## config.mk

```make
export PLATFORM = sky130hd
export DESIGN_NAME = noc_output_arbiter
export DESIGN_NICKNAME = d
export VERILOG_FILES = /design/src/rtl/noc_output_arbiter.sv
export SDC_FILE = /design/constraint.sdc
export NUM_CORES = 1
export LEC_CHECK = 0
export ABC_AREA = 1
export BUFFER_PORTS_ARGS = -buffer_cell sky130_fd_sc_hd__buf_2
export CORE_ASPECT_RATIO = 1.25
export CORE_MARGIN = 4
export CORE_UTILIZATION = 33
export DETAILED_ROUTE_END_ITERATION = 16
export GPL_ROUTABILITY_DRIVEN = 0
export GPL_TIMING_DRIVEN = 1
export HOLD_SLACK_MARGIN = 0.08
export PLACE_DENSITY = 0.7
export SLEW_MARGIN = 25
export SYNTH_ARGS = -nofsm -noshare
export SYNTH_HDL_FRONTEND = slang
export SYNTH_SLANG_ARGS = --single-unit
export TNS_END_PERCENT = 5
```

## constraint.sdc

```tcl
create_clock -name clk -period 2.3 [get_ports clk]
set_input_delay 0.46 -clock clk [delete_from_list [all_inputs] [get_ports clk]]
set_output_delay 0.46 -clock clk [all_outputs]
set_load 0.01 [all_outputs]
```

## src/rtl/noc_output_arbiter.sv

```systemverilog
// rtl/noc_output_arbiter.sv - round-robin, packet-locked arbiter for one router output port
//
// Shares one output link among N_IN input-channel FIFOs. A granted channel
// keeps the port until its tail flit is transferred; arbitration then reopens
// from the channel after the previous owner.
//
// Ports:
//   clk        rising-edge clock
//   rst        asynchronous active-high reset
//   req        per-channel: head flit present and routed to this port
//   empty      per-channel FIFO empty flag
//   tail       per-channel: current head flit is a tail flit
//   data_in    per-channel head flits, channel i at [i*DATA_WIDTH +: DATA_WIDTH]
//   down_full  downstream buffer full, blocks any transfer
//   read       one-hot FIFO read strobe
//   data_out   flit to the output link (zero when not valid)
//   out_valid  data_out is transferred this cycle
//   grant_id   index of the current (or most recent) owner
//   busy       port is locked to an owner
module noc_output_arbiter #(
    parameter int N_IN       = 5,
    parameter int DATA_WIDTH = 8,
    parameter int ID_W       = 3
) (
    input  logic                       clk,
    input  logic                       rst,
    input  logic [N_IN-1:0]            req,
    input  logic [N_IN-1:0]            empty,
    input  logic [N_IN-1:0]            tail,
    input  logic [N_IN*DATA_WIDTH-1:0] data_in,
    input  logic                       down_full,
    output logic [N_IN-1:0]            read,
    output logic [DATA_WIDTH-1:0]      data_out,
    output logic                       out_valid,
    output logic [ID_W-1:0]            grant_id,
    output logic                       busy
);

    typedef enum logic {
        S_IDLE   = 1'b0,
        S_LOCKED = 1'b1
    } state_t;

    state_t                r_state;
    state_t                w_state_nxt;
    logic [ID_W-1:0]       r_grant_id;
    logic [ID_W-1:0]       w_grant_nxt;
    logic [ID_W-1:0]       r_rr_ptr;
    logic [ID_W-1:0]       w_rr_nxt;
    logic [ID_W-1:0]       w_pick;
    logic                  w_found;
    logic                  w_sel_empty;
    logic                  w_sel_tail;
    logic [DATA_WIDTH-1:0] w_sel_data;
    logic                  w_xfer;

    // Cyclic scan from r_rr_ptr done as two linear passes: the first pass only
    // accepts channels at or above the pointer; if none, the second pass takes
    // the lowest requester, which is necessarily below the pointer.
    always_comb begin
        w_found = 1'b0;
        w_pick  = '0;
        for (int i = 0; i < N_IN; i++) begin
            if (!w_found && req[i] && (ID_W'(i) >= r_rr_ptr)) begin
                w_found = 1'b1;
                w_pick  = ID_W'(i);
            end
        end
        for (int i = 0; i < N_IN; i++) begin
            if (!w_found && req[i]) begin
                w_found = 1'b1;
                w_pick  = ID_W'(i);
            end
        end
    end

    // Owner's FIFO status and head flit.
    always_comb begin
        w_sel_empty = 1'b1;
        w_sel_tail  = 1'b0;
        w_sel_data  = '0;
        for (int i = 0; i < N_IN; i++) begin
            if (ID_W'(i) == r_grant_id) begin
                w_sel_empty = empty[i];
                w_sel_tail  = tail[i];
                w_sel_data  = data_in[i*DATA_WIDTH +: DATA_WIDTH];
            end
        end
    end

    assign w_xfer = (r_state == S_LOCKED) && !w_sel_empty && !down_full;

    always_comb begin
        read = '0;
        for (int i = 0; i < N_IN; i++) begin
            read[i] = w_xfer && (ID_W'(i) == r_grant_id);
        end
        out_valid = w_xfer;
        data_out  = w_xfer ? w_sel_data : '0;
    end

    always_comb begin
        w_state_nxt = r_state;
        w_grant_nxt = r_grant_id;
        w_rr_nxt    = r_rr_ptr;
        case (r_state)
            S_IDLE: begin
                if (w_found) begin
                    w_state_nxt = S_LOCKED;
                    w_grant_nxt = w_pick;
                end
            end
            S_LOCKED: begin
                // req is deliberately ignored here: the lock lasts until the tail.
                if (w_xfer && w_sel_tail) begin
                    w_state_nxt = S_IDLE;
                    w_rr_nxt    = (r_grant_id == ID_W'(N_IN - 1)) ? '0
                                                                  : r_grant_id + ID_W'(1);
                end
            end
            default: w_state_nxt = S_IDLE;
        endcase
    end

    always_ff @(posedge clk or posedge rst) begin
        if (rst) begin
            r_state    <= S_IDLE;
            r_grant_id <= '0;
            r_rr_ptr   <= '0;
        end else begin
            r_state    <= w_state_nxt;
            r_grant_id <= w_grant_nxt;
            r_rr_ptr   <= w_rr_nxt;
        end
    end

    assign busy     = (r_state == S_LOCKED);
    assign grant_id = r_grant_id;

    a_read_onehot0: assert property (@(posedge clk) disable iff (rst) $onehot0(read));
    a_no_read_full: assert property (@(posedge clk) disable iff (rst) down_full |-> (read == '0));
    a_no_read_empty: assert property (@(posedge clk) disable iff (rst) (read & empty) == '0);
    a_grant_range: assert property (@(posedge clk) disable iff (rst) int'(grant_id) < N_IN);

endmodule

```

==> metrics.txt, run 1 <==
# TYPE chip_impl_metric gauge
chip_impl_info{name="result_of_the_run",value="complete, but fails checks"} 1
chip_impl_info{name="failed_checks",value="setup timing"} 1
chip_impl_metric{name="io_buffers",unit=""} 75
chip_impl_metric{name="htree_levels",unit=""} 1
chip_impl_metric{name="finalSetupViolCount",unit=""} 12
chip_impl_metric{name="cts_inserted_buffers",unit=""} 3
chip_impl_metric{name="synth-seq-cells",unit=""} 7
chip_impl_metric{name="core_region_area",unit="sq mm"} 0.00300
chip_impl_info{name="setup.worst_path.end_class",value="output pin"} 1
chip_impl_metric{name="power.leakage",unit="nW"} 0.913
chip_impl_metric{name="initial_core_util",unit="%"} 34.9
chip_impl_metric{name="postRouteAntennaNets",unit=""} 0
chip_impl_metric{name="post-route-period-util",unit="%"} 102
chip_impl_metric{name="detail_route.first_pass.iterations",unit=""} 4
chip_impl_metric{name="remaining_drc_errors",unit=""} 0
chip_impl_metric{name="max_slew_violation_count",unit=""} 0
chip_impl_metric{name="clkSinkCount",unit=""} 7
chip_impl_metric{name="design.die.area",unit="sq mm"} 0.00415
chip_impl_metric{name="worst_clock_skew",unit="ns"} 0.00743
chip_impl_metric{name="fin_crit",unit="ns"} 2.35
chip_impl_info{name="rsz_0062_raised_after_global_routing",value="yes"} 1
chip_impl_metric{name="max_clock_freq",unit="MHz"} 425
chip_impl_metric{name="power_frac_comb",unit="%"} 80.4
chip_impl_metric{name="synth_cell_types",unit=""} 26
chip_impl_metric{name="post-route-util",unit="%"} 53.5
chip_impl_metric{name="synth-warning-count",unit=""} 0
chip_impl_metric{name="grt_remaining_overflow",unit=""} 0
chip_impl_metric{name="post_drt_via_cell_ratio",unit=""} 4.83
chip_impl_metric{name="route.detailed.wl_per_inst",unit="um"} 12.1
chip_impl_metric{name="irDropWorstVdd",unit="mV"} 0.541
chip_impl_metric{name="seq_power_share",unit="%"} 13.4
chip_impl_metric{name="nNetsFinal",unit=""} 329
chip_impl_metric{name="power.total",unit="mW"} 1.75
chip_impl_metric{name="cts_hold_buffers",unit=""} 0
chip_impl_metric{name="cts.path.max_buffers",unit=""} 2
chip_impl_metric{name="path_clk_slew",unit="ns"} 0.05
chip_impl_metric{name="synth_enable_flop_cells",unit=""} 0
chip_impl_metric{name="grtUsageTotal",unit="%"} 17.3
chip_impl_metric{name="first_global_vias",unit=""} 1404
chip_impl_metric{name="cp_data_required_time",unit="ns"} 1.84
chip_impl_metric{name="chipWidth",unit="um"} 58.4
chip_impl_metric{name="floorplan.rows",unit=""} 22
chip_impl_metric{name="synth_async_sr_flop_share",unit="%"} 100
chip_impl_metric{name="met2_wl",unit="um"} 1830
chip_impl_metric{name="grt_first_pass_wirelength",unit="um"} 5770
chip_impl_metric{name="die_h",unit="um"} 71.0
chip_impl_info{name="layout.cells.most_common",value="sky130_fd_sc_hd__buf_2"} 1
chip_impl_info{name="postSynth.topFlopCell",value="sky130_fd_sc_hd__dfrtp_1"} 1
chip_impl_metric{name="critPathArrivalTime",unit="ns"} 1.89
chip_impl_metric{name="number_of_hold_violations_in_the_final_report",unit=""} 0
chip_impl_metric{name="r2r_cells",unit=""} 10
chip_impl_metric{name="power_frac_clock",unit="%"} 6.2
chip_impl_info{name="rr_startpoint",value="grant_id[1]"} 1
chip_impl_metric{name="max_cap_viol_count",unit=""} 0
chip_impl_info{name="kind_of_launch_point_of_the_worst_setup_path",value="register"} 1
chip_impl_info{name="timing.setup.critical_path_class",value="register to output pin"} 1
chip_impl_metric{name="net-switching-power",unit="mW"} 0.917
chip_impl_metric{name="wl_met3",unit="um"} 408
chip_impl_metric{name="timing.final.ws_setup",unit="ns"} -0.0545
chip_impl_metric{name="top_level_ports",unit=""} 76
chip_impl_metric{name="share_of_cells_above_drive_strength_1",unit="%"} 41.9
chip_impl_metric{name="antenna_violations_before_repair",unit=""} 0
chip_impl_metric{name="switching_share",unit="%"} 52.4
chip_impl_metric{name="synth_seq_area_share",unit="%"} 16.7
chip_impl_metric{name="internal_power",unit="mW"} 0.834
chip_impl_info{name="maxUsedRoutingLayer",value="met4"} 1
chip_impl_info{name="root_buffer",value="sky130_fd_sc_hd__clkbuf_4"} 1
chip_impl_metric{name="syn-num-nets",unit=""} 243
chip_impl_metric{name="drt_first_iter_violations",unit=""} 76
chip_impl_info{name="most_used_cells_in_the_layout_excluding_fill_and_tap_cells",value="sky130_fd_sc_hd__buf_2 (75), sky130_fd_sc_hd__nand2_1 (42), sky130_fd_sc_hd__nand3_1 (34), sky130_fd_sc_hd__nor2_1 (25), sky130_fd_sc_hd__inv_1 (13)"} 1
chip_impl_metric{name="antennaDiodeCount",unit=""} 0
chip_impl_info{name="clock_tree_from_tritoncts",value="done"} 1
chip_impl_metric{name="vias",unit=""} 1453
chip_impl_info{name="classification_of_the_worst_slack_hold_path",value="input pin to async pin"} 1
chip_impl_metric{name="avgSynthCellArea",unit="sq um"} 5.83
chip_impl_metric{name="route.layer.met1.wl",unit="um"} 1360
chip_impl_metric{name="pwr_density_cell",unit="mW/mm^2"} 1090
chip_impl_metric{name="largest_net_degree_at_the_start_of_global_routing",unit=""} 19
chip_impl_metric{name="worst_relative_slew_slack",unit="%"} 80.9
chip_impl_metric{name="netlist_area",unit="sq mm"} 0.00105
chip_impl_metric{name="critical_path.max_fanout",unit=""} 12
chip_impl_metric{name="dpl.hpwl",unit="um"} 3020
chip_impl_info{name="critical_path.reg2reg.endpoint",value="busy"} 1
chip_impl_metric{name="worst_slew_pin_slew",unit="ns"} 0.286
chip_impl_metric{name="n_fill_cell",unit=""} 338
chip_impl_metric{name="clk_latency",unit="ns"} 0.25
chip_impl_metric{name="timing.reg2reg.setup_slack",unit="ns"} 0.45
chip_impl_metric{name="syn_inst",unit=""} 180
chip_impl_metric{name="synthToLayoutAreaGrowth",unit="%"} 53.2
chip_impl_metric{name="finalWirelength",unit="um"} 3650
-- state kept, by name (all words and copies together) (netlist names) --
| signal | count |
|---|---|
| grant_id | 3 |
| busy | 1 |
| r_rr_ptr | 3 |
-- synthesized netlist by cell type, types with 2 or more instances --
library cell	instances	area share, %
sky130_fd_sc_hd__a21oi_1	3	1.4
sky130_fd_sc_hd__dfrtp_1	7	17
sky130_fd_sc_hd__clkbuf_1	2	0.72
sky130_fd_sc_hd__ha_1	5	6.0
sky130_fd_sc_hd__o211ai_1	8	5.7
sky130_fd_sc_hd__nand4_1	2	1.2
sky130_fd_sc_hd__inv_2	2	0.72
sky130_fd_sc_hd__nand2_2	3	1.8
sky130_fd_sc_hd__nand3_1	34	16
sky130_fd_sc_hd__or2_1	2	1.2
sky130_fd_sc_hd__nand2_1	43	15
sky130_fd_sc_hd__o21ai_0	12	5.7
sky130_fd_sc_hd__buf_2	4	1.9
sky130_fd_sc_hd__inv_1	16	5.7
sky130_fd_sc_hd__nor2_1	26	9.3
-- power groups by stage --
stage | sequential, mW | clock (mW) | combinational, mW
floorplan | 0.241 | 0 | 0.891
global placement | 0.234 | 0 | 1.28
detailed placement | 0.235 | 0 | 1.29
CTS | 0.229 | 0.111 | 1.37
global route | 0.248 | 0.118 | 1.61
finish | 0.235 | 0.108 | 1.41
-- logic make-up (layout without fill, tap and decap cells) --
logic type | Yosys count | count (layout) | synth area share [%]
simple gates | 113 | 113 | 48.6
compound gates | 28 | 28 | 17.4
fa+ha+maj | 5 | 5 | 5.97
flops | 7 | 7 | 16.7
buf+inv | 27 | 112 | 11.3
-- area by class of cell --
| type | count | area, sq um | area share, % |
|---|---|---|---|
| multi-input cells | 146 | 792 | 49.3 |
| repair buffers | 89 | 492 | 30.6 |
| flip-flops and latches | 7 | 176 | 11.0 |
| well taps | 36 | 45.0 | 2.80 |
| inverters | 19 | 75.1 | 4.67 |
| clock buffers | 4 | 26.3 | 1.64 |
-- layer usage --
metal / GRT usage (%) / vias up
met1: 18.7 / 615
met2: 32.5 / 65
met5: 0 / -
met3: 3.28 / 4
li1: - / 769
met4: 5.41 / 0
-- worst max-delay path, stage by stage (launching register included) --
cell	delay, ns
sky130_fd_sc_hd__dfrtp_1	0.38
sky130_fd_sc_hd__inv_2	0.10
sky130_fd_sc_hd__ha_4	0.14
sky130_fd_sc_hd__nand2_1	0.07
sky130_fd_sc_hd__or2_1	0.22
sky130_fd_sc_hd__nand3_1	0.10
sky130_fd_sc_hd__nand3_2	0.08
sky130_fd_sc_hd__a21oi_4	0.19
sky130_fd_sc_hd__inv_4	0.10
sky130_fd_sc_hd__nor2_1	0.11
sky130_fd_sc_hd__buf_2	0.14
-- stage by stage --
stage	worst slack, ns	area, sq um	hold slack [ns]	cells	TNS, ns
after global placement	0.106	1500	0.412	293	0
after global routing	-0.217	1610	0.165	301	-2.74
after floorplan	-0.0228	1050	0.263	180	-0.171
after detailed placement	0.0483	1500	0.418	293	0
final	-0.0545	1610	0.136	301	-0.441
after CTS	-0.0950	1560	0.150	299	-0.854
-- repair_timing --
action                     CTS  global route
gates resized for setup      8            10
pin swaps                    1             2
cloned                       0             1
setup buffers                2             1
setup endpoints to repair   13            14
hold endpoints to repair     0             0
-- worst max-delay path by stage --
stage / start / endpoint / slack (ns) / depth (start not counted)
after floorplan: grant_id[2] / data_out[1] / -0.02 / 10
after global placement: grant_id[1] / read[1] / 0.11 / 11
after detailed placement: grant_id[1] / read[1] / 0.05 / 11
after CTS: grant_id[1] / read[1] / -0.1 / 10
after global routing: grant_id[1] / data_out[7] / -0.22 / 10
final: grant_id[1] / read[1] / -0.05 / 10
(Power assumes the default switching activity.)
==> run 2, diff against run 1 <==
Settings changed: CORE_MARGIN 4 to 3, TNS_END_PERCENT 5 to default.
==> run 2 against run 1 <==
The run still ends with setup timing left. Combinational power grew 9.9%. Clock power is essentially flat. Hold slack gained 0.0065 ns. Worst setup slack lost 0.030 ns. Critical path type unchanged.
==> metrics.txt, run 2 (synthesis results as in run 1) <==
# TYPE chip_impl_metric gauge
chip_impl_info{name="result_of_the_run",value="complete, but fails checks"} 1
chip_impl_info{name="failed_checks",value="setup timing"} 1
chip_impl_info{name="classification_of_the_worst_slack_hold_path",value="input pin to async pin"} 1
chip_impl_metric{name="number_of_hold_violations_in_the_final_report",unit=""} 0
chip_impl_metric{name="route.detailed.wl_per_inst",unit="um"} 12.0
chip_impl_metric{name="power_frac_clock",unit="%"} 5.8
chip_impl_metric{name="top_level_ports",unit=""} 76
chip_impl_metric{name="finalSetupViolCount",unit=""} 13
chip_impl_metric{name="irDropWorstVdd",unit="mV"} 0.688
chip_impl_metric{name="layoutNonFillerInstCount",unit=""} 306
chip_impl_metric{name="worst_clock_skew",unit="ns"} 0.00625
chip_impl_metric{name="timing.final.ws_setup",unit="ns"} -0.0849
chip_impl_metric{name="power_frac_comb",unit="%"} 81.6
chip_impl_metric{name="multi_input_area",unit="sq um"} 825
chip_impl_metric{name="chipWidth",unit="um"} 56.4
chip_impl_metric{name="detail_route.first_pass.iterations",unit=""} 4
chip_impl_metric{name="drt_first_iter_violations",unit=""} 75
chip_impl_metric{name="cp_data_required_time",unit="ns"} 1.84
chip_impl_metric{name="power.total",unit="mW"} 1.90
chip_impl_metric{name="post_layout_inst_area",unit="sq mm"} 0.00171
chip_impl_metric{name="clkSinkCount",unit=""} 7
chip_impl_metric{name="cts_inserted_buffers",unit=""} 3
chip_impl_info{name="layout.cells.most_common",value="sky130_fd_sc_hd__buf_2"} 1
chip_impl_metric{name="clk_latency",unit="ns"} 0.25
chip_impl_metric{name="seqCellArea",unit="sq um"} 176
chip_impl_info{name="clock_tree_from_tritoncts",value="done"} 1
chip_impl_metric{name="grt_first_pass_wirelength",unit="um"} 5970
chip_impl_metric{name="post_drt_via_cell_ratio",unit=""} 5.03
chip_impl_info{name="rsz_0062_raised_after_global_routing",value="yes"} 1
chip_impl_metric{name="whs",unit="ns"} 0.142
chip_impl_metric{name="postRouteAntennaNets",unit=""} 0
chip_impl_metric{name="remaining_drc_errors",unit=""} 0
chip_impl_metric{name="dpl.hpwl",unit="um"} 2880
chip_impl_metric{name="first_global_vias",unit=""} 1428
chip_impl_metric{name="n_fill_cell",unit=""} 316
chip_impl_metric{name="share_of_cells_above_drive_strength_1",unit="%"} 46.7
chip_impl_metric{name="die_h",unit="um"} 69.0
chip_impl_metric{name="cts.path.max_buffers",unit=""} 2
chip_impl_metric{name="max_cap_viol_count",unit=""} 0
chip_impl_info{name="most_used_cells_in_the_layout_excluding_fill_and_tap_cells",value="sky130_fd_sc_hd__buf_2 (73), sky130_fd_sc_hd__nand2_1 (39), sky130_fd_sc_hd__nand3_1 (30), sky130_fd_sc_hd__nor2_1 (24), sky130_fd_sc_hd__buf_4 (14)"} 1
chip_impl_metric{name="power.leakage",unit="nW"} 0.964
chip_impl_metric{name="synthToLayoutAreaGrowth",unit="%"} 62.6
chip_impl_info{name="timing.critical_path.from",value="grant_id[0]"} 1
chip_impl_metric{name="io_buffers",unit=""} 75
chip_impl_metric{name="critical_path.max_fanout",unit=""} 12
chip_impl_metric{name="cts_hold_buffers",unit=""} 0
chip_impl_metric{name="grtUsageTotal",unit="%"} 18.3
chip_impl_metric{name="nNetsFinal",unit=""} 334
chip_impl_metric{name="internal_power",unit="mW"} 0.933
chip_impl_metric{name="grt_remaining_overflow",unit=""} 0
chip_impl_metric{name="htree_levels",unit=""} 1
chip_impl_metric{name="max_clock_freq",unit="MHz"} 419
chip_impl_metric{name="design.die.area",unit="sq mm"} 0.00389
chip_impl_metric{name="antennaDiodeCount",unit=""} 0
chip_impl_metric{name="seq_power_share",unit="%"} 12.6
chip_impl_metric{name="critPathArrivalTime",unit="ns"} 1.92
chip_impl_metric{name="fin_crit",unit="ns"} 2.38
chip_impl_metric{name="net-switching-power",unit="mW"} 0.966
chip_impl_metric{name="floorplan.rows",unit=""} 22
chip_impl_metric{name="worst_relative_slew_slack",unit="%"} 79.4
chip_impl_metric{name="core_region_area",unit="sq mm"} 0.00300
chip_impl_metric{name="pwr_density_cell",unit="mW/mm^2"} 1110
chip_impl_metric{name="path_clk_slew",unit="ns"} 0.05
chip_impl_metric{name="worst_slew_pin_slew",unit="ns"} 0.309
chip_impl_info{name="root_buffer",value="sky130_fd_sc_hd__clkbuf_4"} 1
chip_impl_info{name="timing.setup.critical_path_class",value="register to output pin"} 1
chip_impl_metric{name="max_slew_violation_count",unit=""} 0
chip_impl_info{name="rr_startpoint",value="grant_id[1]"} 1
chip_impl_metric{name="post-route-util",unit="%"} 56.8
chip_impl_metric{name="worst_slack_placed",unit="ns"} 0.0848
chip_impl_metric{name="switching_share",unit="%"} 50.9
chip_impl_metric{name="final_layout_setup_total_negative_slack",unit="ns"} -0.358
chip_impl_metric{name="numPlacedInstances",unit=""} 292
chip_impl_info{name="setup.worst_path.end_class",value="output pin"} 1
chip_impl_metric{name="largest_net_degree_at_the_start_of_global_routing",unit=""} 20
chip_impl_metric{name="initial_core_util",unit="%"} 34.9
chip_impl_metric{name="antenna_violations_before_repair",unit=""} 0
chip_impl_metric{name="placement.cell_area",unit="sq mm"} 0.00149
chip_impl_metric{name="post-route-period-util",unit="%"} 104
chip_impl_metric{name="finalWirelength",unit="um"} 3660
chip_impl_metric{name="vias",unit=""} 1538
chip_impl_info{name="kind_of_launch_point_of_the_worst_setup_path",value="register"} 1
run 2: timing repair:
action	CTS	global route
cloned	0	1
setup buffers	8	1
resized for setup	25	13
pin swaps	2	4
endpoints found under the setup margin	13	14
run 2: final cells by class:
| class | instances | area share, % |
|---|---|---|
| Multi-Input combinational cell | 146 | 48.3 |
| Inverter | 19 | 4.40 |
| Timing Repair Buffer | 94 | 32.7 |
| Sequential cell | 7 | 10.3 |
| Tap cell | 36 | 2.64 |
| Clock buffer | 4 | 1.54 |
run 2: power groups by stage:
stage	combinational [mW]	sequential, mW	clock (mW)
2_1_floorplan	0.891	0.241	0
3_3_place_gp	1.27	0.232	0
3_5_place_dp	1.27	0.235	0
4_1_cts	1.47	0.239	0.112
5_1_grt	1.73	0.250	0.118
6_report	1.55	0.240	0.109
run 2: metal layers:
| layer | vias up | global-route usage, % | part of all wire (%) |
|---|---|---|---|
| li1 | 777 | - | - |
| met1 | 676 | 20.8 | 39 |
| met2 | 79 | 34.3 | 50 |
| met3 | 6 | 3.56 | 9.8 |
| met4 | 0 | 4.22 | 1.6 |
| met5 | - | 0 | 0 |
run 2: path summary, 6_finish.rpt:
path	to	slack (ns)	cells after the start
max in group asynchronous	grant_id[0]	1.91	2
worst max register to register	r_rr_ptr[1]	0.43	12
worst min register to register	r_rr_ptr[0]	0.53	2
worst max-delay path	read[0]	-0.08	9
worst min-delay path	busy	0.14	2
min in group clk	r_rr_ptr[0]	0.53	2
run 2: critical path, cell delays in order (launching register included):
cell	delay [ns]
sky130_fd_sc_hd__dfrtp_2	0.41
sky130_fd_sc_hd__inv_2	0.07
sky130_fd_sc_hd__ha_4	0.17
sky130_fd_sc_hd__nand2_2	0.07
sky130_fd_sc_hd__inv_2	0.07
sky130_fd_sc_hd__a211o_1	0.31
sky130_fd_sc_hd__a21oi_4	0.18
sky130_fd_sc_hd__inv_4	0.09
sky130_fd_sc_hd__nor2_1	0.13
sky130_fd_sc_hd__buf_2	0.16
==> run 3, diff against run 2 <==
Settings changed: CORE_UTILIZATION 33 to 37, PLACE_DENSITY 0.7 to 0.77.
==> run 3 against run 2 <==
The run still ends with setup timing left. Utilization rose by 10 points. Maximum frequency grew 0.85%. Register-to-register slack worse by 0.11 ns. Sequential power is essentially flat. Final area rose by 1.1%. Clock skew decreased by 0.0054 ns. Global-route usage is 1.4 points higher. Flip-flop and latch count unchanged. Clock power grew 6%. Critical endpoint unchanged. Largest power group unchanged.
==> metrics.txt, run 3 (synthesis results as in run 1) <==
# TYPE chip_impl_metric gauge
chip_impl_info{name="result_of_the_run",value="complete, but fails checks"} 1
chip_impl_info{name="failed_checks",value="setup timing"} 1
chip_impl_metric{name="max_slew_violation_count",unit=""} 0
chip_impl_metric{name="cp_data_required_time",unit="ns"} 1.84
chip_impl_metric{name="die_h",unit="um"} 65.5
chip_impl_metric{name="antennaDiodeCount",unit=""} 0
chip_impl_info{name="critical_path_cell_by_cell",value="inv_2 -> ha_4 -> nand2_2 -> or2_1 -> nand3_2 -> nand3_2 -> a21oi_4 -> inv_4 -> nor2_1 -> buf_2"} 1
chip_impl_metric{name="path_clk_slew",unit="ns"} 0.05
chip_impl_metric{name="switching_share",unit="%"} 50.7
chip_impl_metric{name="finalSetupViolCount",unit=""} 13
chip_impl_info{name="critical_path.reg2reg.endpoint",value="r_rr_ptr[0]"} 1
chip_impl_metric{name="slowest_delay",unit="ns"} 0.40
chip_impl_metric{name="met2_wl",unit="um"} 2100
chip_impl_metric{name="nNetsFinal",unit=""} 333
chip_impl_info{name="root_buffer",value="sky130_fd_sc_hd__clkbuf_4"} 1
chip_impl_info{name="clock_tree_from_tritoncts",value="done"} 1
chip_impl_metric{name="initial_core_util",unit="%"} 40.7
chip_impl_info{name="kind_of_launch_point_of_the_worst_setup_path",value="register"} 1
chip_impl_metric{name="cts_hold_buffers",unit=""} 0
chip_impl_metric{name="clk_latency",unit="ns"} 0.26
chip_impl_metric{name="power_frac_clock",unit="%"} 5.8
chip_impl_metric{name="fin_crit",unit="ns"} 2.36
chip_impl_info{name="rsz_0062_raised_after_global_routing",value="yes"} 1
chip_impl_metric{name="post_drt_via_cell_ratio",unit=""} 5.29
chip_impl_metric{name="antenna_violations_before_repair",unit=""} 0
chip_impl_metric{name="grtUsageTotal",unit="%"} 19.7
chip_impl_info{name="most_used_cell_along_the_critical_path",value="sky130_fd_sc_hd__nand3_2"} 1
chip_impl_metric{name="floorplan.rows",unit=""} 20
chip_impl_metric{name="internal_power",unit="mW"} 0.975
chip_impl_metric{name="finalWirelength",unit="um"} 4000
chip_impl_metric{name="net-switching-power",unit="mW"} 1.00
chip_impl_info{name="worst_path_max_delay_cell",value="sky130_fd_sc_hd__dfrtp_1"} 1
chip_impl_metric{name="design.die.area",unit="sq mm"} 0.00351
chip_impl_metric{name="irDropWorstVdd",unit="mV"} 0.699
chip_impl_metric{name="chipWidth",unit="um"} 53.6
chip_impl_info{name="timing.setup.critical_path_class",value="register to output pin"} 1
chip_impl_metric{name="number_of_hold_violations_in_the_final_report",unit=""} 0
chip_impl_info{name="setup.worst_path.end_class",value="output pin"} 1
chip_impl_metric{name="grt_remaining_overflow",unit=""} 0
chip_impl_metric{name="post-route-period-util",unit="%"} 103
chip_impl_metric{name="clkSinkCount",unit=""} 7
chip_impl_metric{name="share_of_cells_above_drive_strength_1",unit="%"} 46.8
chip_impl_metric{name="io_buffers",unit=""} 75
chip_impl_info{name="worst_path_dominant_cell_family",value="simple AND/OR/NAND/NOR gates"} 1
chip_impl_metric{name="pwr_density_cell",unit="mW/mm^2"} 1150
chip_impl_metric{name="placement.cell_area",unit="sq mm"} 0.00146
chip_impl_metric{name="route.layer.met1.wl",unit="um"} 1380
chip_impl_metric{name="power.leakage",unit="nW"} 0.983
chip_impl_metric{name="r2r_cells",unit=""} 13
chip_impl_metric{name="max_clock_freq",unit="MHz"} 423
chip_impl_metric{name="remaining_drc_errors",unit=""} 0
chip_impl_info{name="rr_startpoint",value="grant_id[1]"} 1
chip_impl_metric{name="power_frac_comb",unit="%"} 82.0
chip_impl_metric{name="wl_met3",unit="um"} 413
chip_impl_metric{name="postRouteAntennaNets",unit=""} 0
chip_impl_metric{name="critical_path.max_fanout",unit=""} 12
chip_impl_info{name="layout.cells.most_common",value="sky130_fd_sc_hd__buf_2"} 1
chip_impl_metric{name="timing.final.ws_setup",unit="ns"} -0.0647
chip_impl_metric{name="vias",unit=""} 1598
chip_impl_metric{name="max_cap_viol_count",unit=""} 0
chip_impl_metric{name="drt_first_iter_violations",unit=""} 52
chip_impl_info{name="most_used_cells_in_the_layout_excluding_fill_and_tap_cells",value="sky130_fd_sc_hd__buf_2 (73), sky130_fd_sc_hd__nand2_1 (37), sky130_fd_sc_hd__nand3_1 (29), sky130_fd_sc_hd__nor2_1 (25), sky130_fd_sc_hd__inv_1 (12)"} 1
chip_impl_metric{name="critical_path_cell_count",unit=""} 10
chip_impl_metric{name="n_fill_cell",unit=""} 248
chip_impl_metric{name="cts_inserted_buffers",unit=""} 3
chip_impl_metric{name="first_global_vias",unit=""} 1367
chip_impl_info{name="maxUsedRoutingLayer",value="met4"} 1
chip_impl_info{name="classification_of_the_worst_slack_hold_path",value="input pin to async pin"} 1
chip_impl_metric{name="critPathArrivalTime",unit="ns"} 1.90
chip_impl_metric{name="post_layout_inst_area",unit="sq mm"} 0.00172
chip_impl_metric{name="worst_relative_slew_slack",unit="%"} 81.0
chip_impl_metric{name="dpl.hpwl",unit="um"} 2900
chip_impl_metric{name="cp.buffers_inverters",unit=""} 3
chip_impl_metric{name="worst_slack_placed",unit="ns"} 0.0274
chip_impl_metric{name="worst_slew_pin_slew",unit="ns"} 0.285
chip_impl_metric{name="htree_levels",unit=""} 1
chip_impl_metric{name="seq_power_share",unit="%"} 12.1
chip_impl_metric{name="worst_clock_skew",unit="ns"} 0.000899
chip_impl_metric{name="detail_route.first_pass.iterations",unit=""} 4
chip_impl_metric{name="grt_first_pass_wirelength",unit="um"} 5250
chip_impl_metric{name="route.detailed.wl_per_inst",unit="um"} 13.2
chip_impl_metric{name="timing.reg2reg.setup_slack",unit="ns"} 0.32
chip_impl_metric{name="cts.path.max_buffers",unit=""} 2
chip_impl_metric{name="top_level_ports",unit=""} 76
chip_impl_metric{name="synthToLayoutAreaGrowth",unit="%"} 64.4
chip_impl_metric{name="core_region_area",unit="sq mm"} 0.00258
chip_impl_metric{name="largest_net_degree_at_the_start_of_global_routing",unit=""} 20
[run 3: worst max-delay path by stage]
stage | startpoint | to
2_1_floorplan | grant_id[2] | data_out[1]
3_3_place_gp | grant_id[1] | read[1]
3_5_place_dp | grant_id[1] | read[1]
4_1_cts | grant_id[0] | read[0]
5_1_grt | grant_id[1] | data_out[4]
6_report | grant_id[1] | read[0]
[run 3: metrics by stage]
step	cells	hold WS, ns	total power, mW	utilization [%]	setup TNS (ns)
finish	302	0.127	1.98	66.9	-0.454
global route	302	0.141	2.16	66.9	-1.94
CTS	297	0.144	1.78	62.5	-0.521
detailed placement	286	0.415	1.47	56.8	0
global placement	286	0.411	1.46	56.8	0
floorplan	180	0.263	1.13	-	-0.171
[run 3: layout make-up]
| type | instances | area [sq um] | share of cell area (%) |
|---|---|---|---|
| repair buffers | 93 | 574 | 33.3 |
| clock buffers | 4 | 26.3 | 1.52 |
| multi-input cells | 146 | 830 | 48.1 |
| flip-flops and latches | 7 | 176 | 10.2 |
| well taps | 33 | 41.3 | 2.39 |
| inverters | 19 | 76.3 | 4.43 |
[run 3: repair_timing]
item / CTS / global route
setup endpoints to repair: 14 / 14
cloned: 0 / 1
buffers inserted: 7 / 4
pin swaps: 3 / 14
resized for setup: 20 / 22
hold endpoints to repair: 0 / 0
[run 3: power groups by stage]
stage          clock network [mW]  logic, mW  registers [mW]
6_report                    0.116       1.62           0.240
2_1_floorplan                   0      0.891           0.241
5_1_grt                     0.126       1.78           0.247
3_5_place_dp                    0       1.23           0.239
4_1_cts                     0.116       1.43           0.238
3_3_place_gp                    0       1.22           0.235
[run 3: routing by layer]
| layer | vias to the layer above | track usage, % |
|---|---|---|
| met2 | 94 | 39.0 |
| li1 | 776 | - |
| met3 | 17 | 3.63 |
| met1 | 711 | 18.4 |
| met5 | - | 0 |
| met4 | 0 | 8.63 |
